### config.mk
export PLATFORM = sky130hd
export DESIGN_NAME = pipe_sched_ctrl
export DESIGN_NICKNAME = d
export VERILOG_FILES = /design/src/rtl/pipe_sched_ctrl.sv
export SDC_FILE = /design/constraint.sdc
export NUM_CORES = 1
export LEC_CHECK = 0
export CORE_UTILIZATION = 45
export DETAILED_ROUTE_END_ITERATION = 12
export HOLD_SLACK_MARGIN = 0.12
export PLACE_DENSITY = 0.87
export REMOVE_ABC_BUFFERS = 1
export SLEW_MARGIN = 20
export SYNTH_ARGS = -nofsm -noshare
export SYNTH_HDL_FRONTEND = slang
export SYNTH_SLANG_ARGS = --single-unit
### constraint.sdc
create_clock -name clk -period 3.9 [get_ports clk]
set_input_delay 0.39 -clock clk [delete_from_list [all_inputs] [get_ports clk]]
set_output_delay 0.39 -clock clk [all_outputs]
set_load 0.05 [all_outputs]
### src/rtl/pipe_sched_ctrl.sv
// Pipeline scheduler: stall vector merge, branch/exception redirect,
// stall-cycle counter and stuck-stall watchdog.
module pipe_sched_ctrl #(
    parameter logic [31:0] EXC_VECTOR = 32'h0000_0020,
    parameter int unsigned CNT_W      = 16,
    parameter int unsigned WDOG_LIMIT = 1024
) (
    input  logic             clk,
    input  logic             clr_n,
    input  logic             stallreq_if_i,
    input  logic             stallreq_id_i,
    input  logic             stallreq_ex_i,
    input  logic             stallreq_mem_i,
    input  logic             branch_flag_i,
    input  logic [31:0]      branch_target_i,
    input  logic             excp_i,
    input  logic             cnt_clr_i,
    output logic [5:0]       stall_o,
    output logic             flush_o,
    output logic             redirect_flag_o,
    output logic [31:0]      redirect_addr_o,
    output logic [CNT_W-1:0] stall_cycles_o,
    output logic             wdog_o
);

    localparam int unsigned RUN_W = $clog2(WDOG_LIMIT + 1);

    typedef enum logic [1:0] {
        S_RUN,
        S_HOLD,
        S_FLUSH
    } state_e;

    state_e           state_q, state_d;
    logic [31:0]      pend_addr_q, pend_addr_d;
    logic [CNT_W-1:0] cnt_q, cnt_d;
    logic [RUN_W-1:0] run_q, run_d;
    logic             wdog_q, wdog_d;
    logic [5:0]       stall_req;
    logic [5:0]       stall;
    logic             stall_any;

    // Fixed-priority stall merge; the deepest stalled stage freezes all older ones
    always_comb begin
        stall_req = 6'b000000;
        if (stallreq_mem_i)
            stall_req = 6'b011111;
        else if (stallreq_ex_i)
            stall_req = 6'b001111;
        else if (stallreq_id_i)
            stall_req = 6'b000111;
        else if (stallreq_if_i)
            stall_req = 6'b000011;
        stall     = (state_q == S_FLUSH) ? 6'b000000 : stall_req;
        stall_any = |stall;
    end

    // State and debug counters
    always_ff @(posedge clk or negedge clr_n) begin
        if (!clr_n) begin
            state_q     <= S_RUN;
            pend_addr_q <= 32'h0;
            cnt_q       <= '0;
            run_q       <= '0;
            wdog_q      <= 1'b0;
        end else begin
            state_q     <= state_d;
            pend_addr_q <= pend_addr_d;
            cnt_q       <= cnt_d;
            run_q       <= run_d;
            wdog_q      <= wdog_d;
        end
    end

    // Next state; an exception overrides any branch or pending redirect
    always_comb begin
        state_d     = state_q;
        pend_addr_d = pend_addr_q;
        unique case (state_q)
            S_RUN: begin
                if (excp_i) begin
                    state_d = S_FLUSH;
                end else if (branch_flag_i && stall[0]) begin
                    state_d     = S_HOLD;
                    pend_addr_d = branch_target_i;
                end
            end
            S_HOLD: begin
                if (excp_i)
                    state_d = S_FLUSH;
                else if (!stall[0])
                    state_d = S_RUN;
            end
            S_FLUSH: state_d = S_RUN;
            default: state_d = S_RUN;
        endcase
    end

    // Saturating stall counter and consecutive-stall run length
    always_comb begin
        cnt_d = cnt_q;
        if (cnt_clr_i)
            cnt_d = '0;
        else if (stall_any && !(&cnt_q))
            cnt_d = cnt_q + CNT_W'(1);
        run_d = '0;
        if (stall_any)
            run_d = (run_q == RUN_W'(WDOG_LIMIT)) ? run_q : run_q + RUN_W'(1);
        wdog_d = wdog_q | (run_d == RUN_W'(WDOG_LIMIT));
    end

    // Outputs; everything is held quiet while reset is asserted
    always_comb begin
        stall_o         = 6'b000000;
        flush_o         = 1'b0;
        redirect_flag_o = 1'b0;
        redirect_addr_o = 32'h0;
        if (clr_n) begin
            stall_o = stall;
            unique case (state_q)
                S_RUN: begin
                    if (branch_flag_i && !stall[0] && !excp_i) begin
                        redirect_flag_o = 1'b1;
                        redirect_addr_o = branch_target_i;
                    end
                end
                S_HOLD: begin
                    redirect_flag_o = 1'b1;
                    redirect_addr_o = pend_addr_q;
                end
                S_FLUSH: begin
                    flush_o         = 1'b1;
                    redirect_flag_o = 1'b1;
                    redirect_addr_o = EXC_VECTOR;
                end
                default: ;
            endcase
        end
    end

    assign stall_cycles_o = cnt_q;
    assign wdog_o         = wdog_q;

endmodule
Word level (Yosys, flattened, before mapping)
Cells that the tools add are included.
{"block": "classes", "add_sub_neg": 2, "n_eq_ne": 6, "mux": 23, "bitwise_logic": 2, "reduce_logical": 14}
{"op": "one-hot mux 32 bit (3 select lines)", "n": 1}
{"op": "two-way mux 32 bit", "n": 2}
{"op": "two-way mux 16 bit", "n": 2}
{"op": "equality test 11 bit, second input constant", "n": 2}
{"op": "two-way mux 11 bit", "n": 2}
{"op": "two-way mux 6 bit", "n": 3}
{"op": "adder 16 x 1 -> 16 bit, second input constant", "n": 1}
{"op": "AND reduction 16 bit", "n": 1}
{"op": "adder 11 x 1 -> 11 bit, second input constant", "n": 1}
{"op": "two-way mux 2 bit", "n": 5}
{"op": "!= test 3 bit, second input constant", "n": 2}
{"op": "OR reduction 6 bit", "n": 1}
{"op": "logical AND 1 bit", "n": 4}
{"op": "two-way mux 1 bit", "n": 4}
{"op": "two-way mux 4 bit", "n": 1}
{"op": "one-hot mux 2 bit (2 select lines)", "n": 1}
{"op": "logical NOT 1 bit", "n": 3}
{"op": "two-way mux 3 bit", "n": 1}
{"op": "AND reduction 3 bit", "n": 1}
{"op": "equality test 2 x 1 -> 1 bit, second input constant", "n": 1}
{"op": "equality test 2 bit, second input constant", "n": 1}
{"op": "logical NOT 2 bit", "n": 1}
{"op": "one-hot mux 1 bit (2 select lines)", "n": 1}
{"op": "AND reduction 2 bit", "n": 1}
{"op": "other kinds (4)", "n": 4}
{"block": "word_totals", "regBits": 62, "elab_cells": 52}

Longest topological paths before layout
{"block": "depth", "ltp_word": 11, "mapped_depth": 8}

Least setup slack after synthesis
No wires, ideal clock.
{"block": "synth_timing", "path_kind": "input-to-output", "startpoint": "in stallreq_mem_i", "endpoint": "out redirect_addr_o[22]", "arrival_time_ns": 2.014, "path_slack_ns": 1.496, "stages": 6, "path_buffers": 1, "cell_sequence": "nor4_4 nor2_1 nor2_2 buf_4 a22oi_1 nor2_1"}
{"block": "synth_via", "elab_chain_len": 8}
{"element": "start, declared", "line": "13", "rtl": "input logic stallreq_mem_i,"}
{"element": "two-way mux 6 bit", "line": "46", "rtl": "if (stallreq_mem_i)"}
{"element": "two-way mux 6 bit", "line": "54", "rtl": "stall = (state_q == S_FLUSH) ? 6'b000000 : stall_req;"}
{"element": "logical NOT 1 bit", "line": "122", "rtl": "if (branch_flag_i && !stall[0] && !excp_i) begin"}
{"element": "logical AND 1 bit (2 in a row)", "line": "122"}
{"element": "two-way mux 32 bit", "line": "122"}
{"element": "one-hot mux 32 bit (3 select lines)", "line": "120", "rtl": "unique case (state_q)"}
{"element": "two-way mux 32 bit", "line": "118", "rtl": "if (clr_n) begin"}
{"element": "end, declared", "line": "21", "rtl": "output logic [31:0] redirect_addr_o,"}
Every way passes these cells.

Final worst setup path
{"block": "layout_timing", "startpoint": "in stallreq_mem_i", "endpoint": "out redirect_addr_o[5]"}
Same word-level chain as after synthesis.

==> run metrics <==
RSZ-0062 raised after global routing no; final worst-path cycle share roughly 76%; CP required 3.51 ns; status finished clean; Root Buffer clkbuf_8; CTS tree built; synthesized instance count 345; antenna violation net count after detailed routing 0; switching part of the total 38.4%; core footprint 7770 sq um; startpoint types input port; Die X-Extent 92.0 microns; IO Pins 98; Die H 92.0 microns; post-layout min period 2.95 ns; IO buf count 96; Setup violations, final 0; Lkg Pwr around 2.1 nW; clock-pin transition on the worst setup and hold timing paths roughly 0.07 ns; Hold Crit Class in -> async; clock power share 18.1%; sequential share of power 36.5%; path type of the worst setup path in -> out; Cell Area, Placed 4900 sq um; first-pass GRT wire length approximately 14000 microns; DP Wirelength approximately 6300 microns; total number of vias 2973; DR DRC count 0; DR pass1 iterations 4; critical path peak fanout 33; post-synthesis sequential area ratio 42.6%; cell area after synthesis around 3600 sq um; GR Overflow Total 0; Final Cell Area 5080 sq um; Gate power share a little under half; Internal roughly 1.7 mW; post-CTS sizing 0; Unique masters post-synth between 50 and 60; Inserted Clock Buffers 9; Routed WL 8880 microns; # H-tree levels 3; Initial Util 46.9%; initial antenna violation count 0; Cell Pwr Density 545 nW/um^2; Final GP Congestion 0.852; diode count 0; Area growth syn-to-layout 39.6%; FFs w/ async S/R, synth 100%; clock skew 0.00796 ns; Rel. slew slack 45.2%; Ys Warns 0; flops & latches, synth 62; maximum ir drop on the vdd rail 0.393 mV; Placed Cells 521; average wire per standard cell 16.5 microns; clock latency reported for the late side of the worst-skew pair 0.33 ns; P_sw roughly 1.1 mW; Final nets 479; number of DRC markers in iteration 0 156; Clock Sinks 62; number of synthesized flops with an enable pin 0; Synth Flop Type dfrtp_1; Fmax 0.338 GHz; slew at the pin closest to its max-slew limit 0.816 ns; share of layout cells above drive strength 1 a little over a fifth; crit path capture type output port; MaxCap Viol Count 0; row cnt 32; final-report hold violation count 0; via density per instance between 5 and 6; utilization after layout 65.4%; GRT Overall Usage between 20% and 30%; non-filler cells, final about 540; Clock Tree Buf Depth 2; die area approximately 8500 sq um; fin. max-slew vios 0; largest net degree at the start of global routing 36; syn_area_per_cell between 10 and 15 sq um; Worst EP arrival approximately 2.6 ns; vias in the first global route 2974; Total Neg Setup Slack 0 ns
state kept, by name, summed over array words and instances (netlist names):
name / flops
run_q: 11
wdog_o: 1
state_q: 2
stall_cycles_o: 16
pend_addr_q: 32
metal layers:
metal | vias up | global-route usage (%) | share of wire, %
met5 | - | 0 | 0
met3 | 17 | 4.56 | 5.4
met1 | 1474 | 26.6 | 41
met4 | 0 | 8.33 | 1.8
li1 | 1383 | - | -
met2 | 99 | 36.9 | 52
final cells by class:
class                   count  area [sq um]
repair buffers            100          1320
well taps                 102           128
clock buffers              10           138
inverters                   7          26.3
clock inverters             6          37.5
multi-input cells         251          1880
flip-flops and latches     62          1550
fillers                   596          2680
per-stage QoR:
stage / power, mW / setup WS (ns) / hold slack, ns
floorplan: 1.81 / 1.07 / 0.0944
global placement: 2.22 / 0.966 / 0.261
detailed placement: 2.27 / 0.936 / 0.270
CTS: 2.78 / 0.929 / 0.462
global route: 2.92 / 0.756 / 0.471
finish: 2.77 / 0.946 / 0.470
layout by cell type, fill, tap and decap left out, types with 5 or more instances in the layout:
master           instances
buf_12                  33
ha_1                     6
nand4_1                  9
clkbuf_8                10
dfrtp_1                 62
nor2_1                  70
a21oi_1                  7
a22oi_1                 31
nand2_1                  5
clkdlybuf4s50_1         62
xor2_1                  20
nor3_1                   6
mux2_4                  30
inv_1                    7
nand3_1                  8
path summary, 6_finish.rpt:
check / endpoint / start / slack, ns / depth (start not counted)
setup / recovery: redirect_addr_o[5] / stallreq_mem_i / 0.95 / 8
hold / removal: run_q[5] / clr_n / 0.47 / 2
setup reg to reg: pend_addr_q[1] / state_q[0] / 1.46 / 5
hold reg to reg: wdog_o / wdog_o / 0.48 / 1
max in group asynchronous: state_q[0] / clr_n / 2.73 / 3
min in group clk: wdog_o / wdog_o / 0.48 / 1
power by group through the flow:
stage	clock network [mW]	registers (mW)	logic, mW
finish	0.502	1.01	1.26
global route	0.545	1.03	1.34
CTS	0.512	1.01	1.27
detailed placement	0	1.01	1.26
global placement	0	0.994	1.23
floorplan	0	1.01	0.797
cell families (layout without fill, tap and decap cells):
| logic type | Yosys count | count (layout) | share of synthesized area (%) |
|---|---|---|---|
| and+or+nand+nor | 129 | 129 | 18.7 |
| DFF | 62 | 62 | 42.6 |
| AOI/OAI and AO/OA | 57 | 57 | 11.3 |
| muxes | 33 | 33 | 13.3 |
| buffers and inverters | 32 | 123 | 5.81 |
| xor gates and xnor gates | 24 | 24 | 5.77 |
| adders and majority gates | 7 | 7 | 2.40 |
| other | 1 | 1 | 0.103 |
cell usage after synthesis, types with 3 or more instances:
cell      instances  area [sq um]
and4_1            4          35.0
xor2_1           20           175
nand3_1           8          40.0
xnor2_1           4          35.0
o211ai_1          4          30.0
inv_1             7          26.3
clkbuf_1          9          33.8
nor2_1           70           263
and2_1            4          25.0
nand2b_1          3          18.8
nand2_1           5          18.8
a22oi_1          31           233
a21oi_1           7          35.0
o21ai_0           3          15.0
buf_12            3          60.1
ha_1              7          87.6
and3_1            4          25.0
nand4_1           9          56.3
buf_4             9          67.6
dfrtp_1          62          1550
mux2_4           30           450
nor3_1            6          30.0
critical path: stages:
cell	delay, ns
clkdlybuf4s50_1	0.50
nor4_4	0.43
nor2_1	0.19
nor2_2	0.14
buf_4	0.34
a221oi_1	0.13
nor2_1	0.24
buf_12	0.18
what timing repair did:
action                    4_1_cts  5_1_grt
hold endpoints to repair        6        0
hold buffers                    1        0
setup buffers                   0        0
Power figures use the tool's default switching activity.
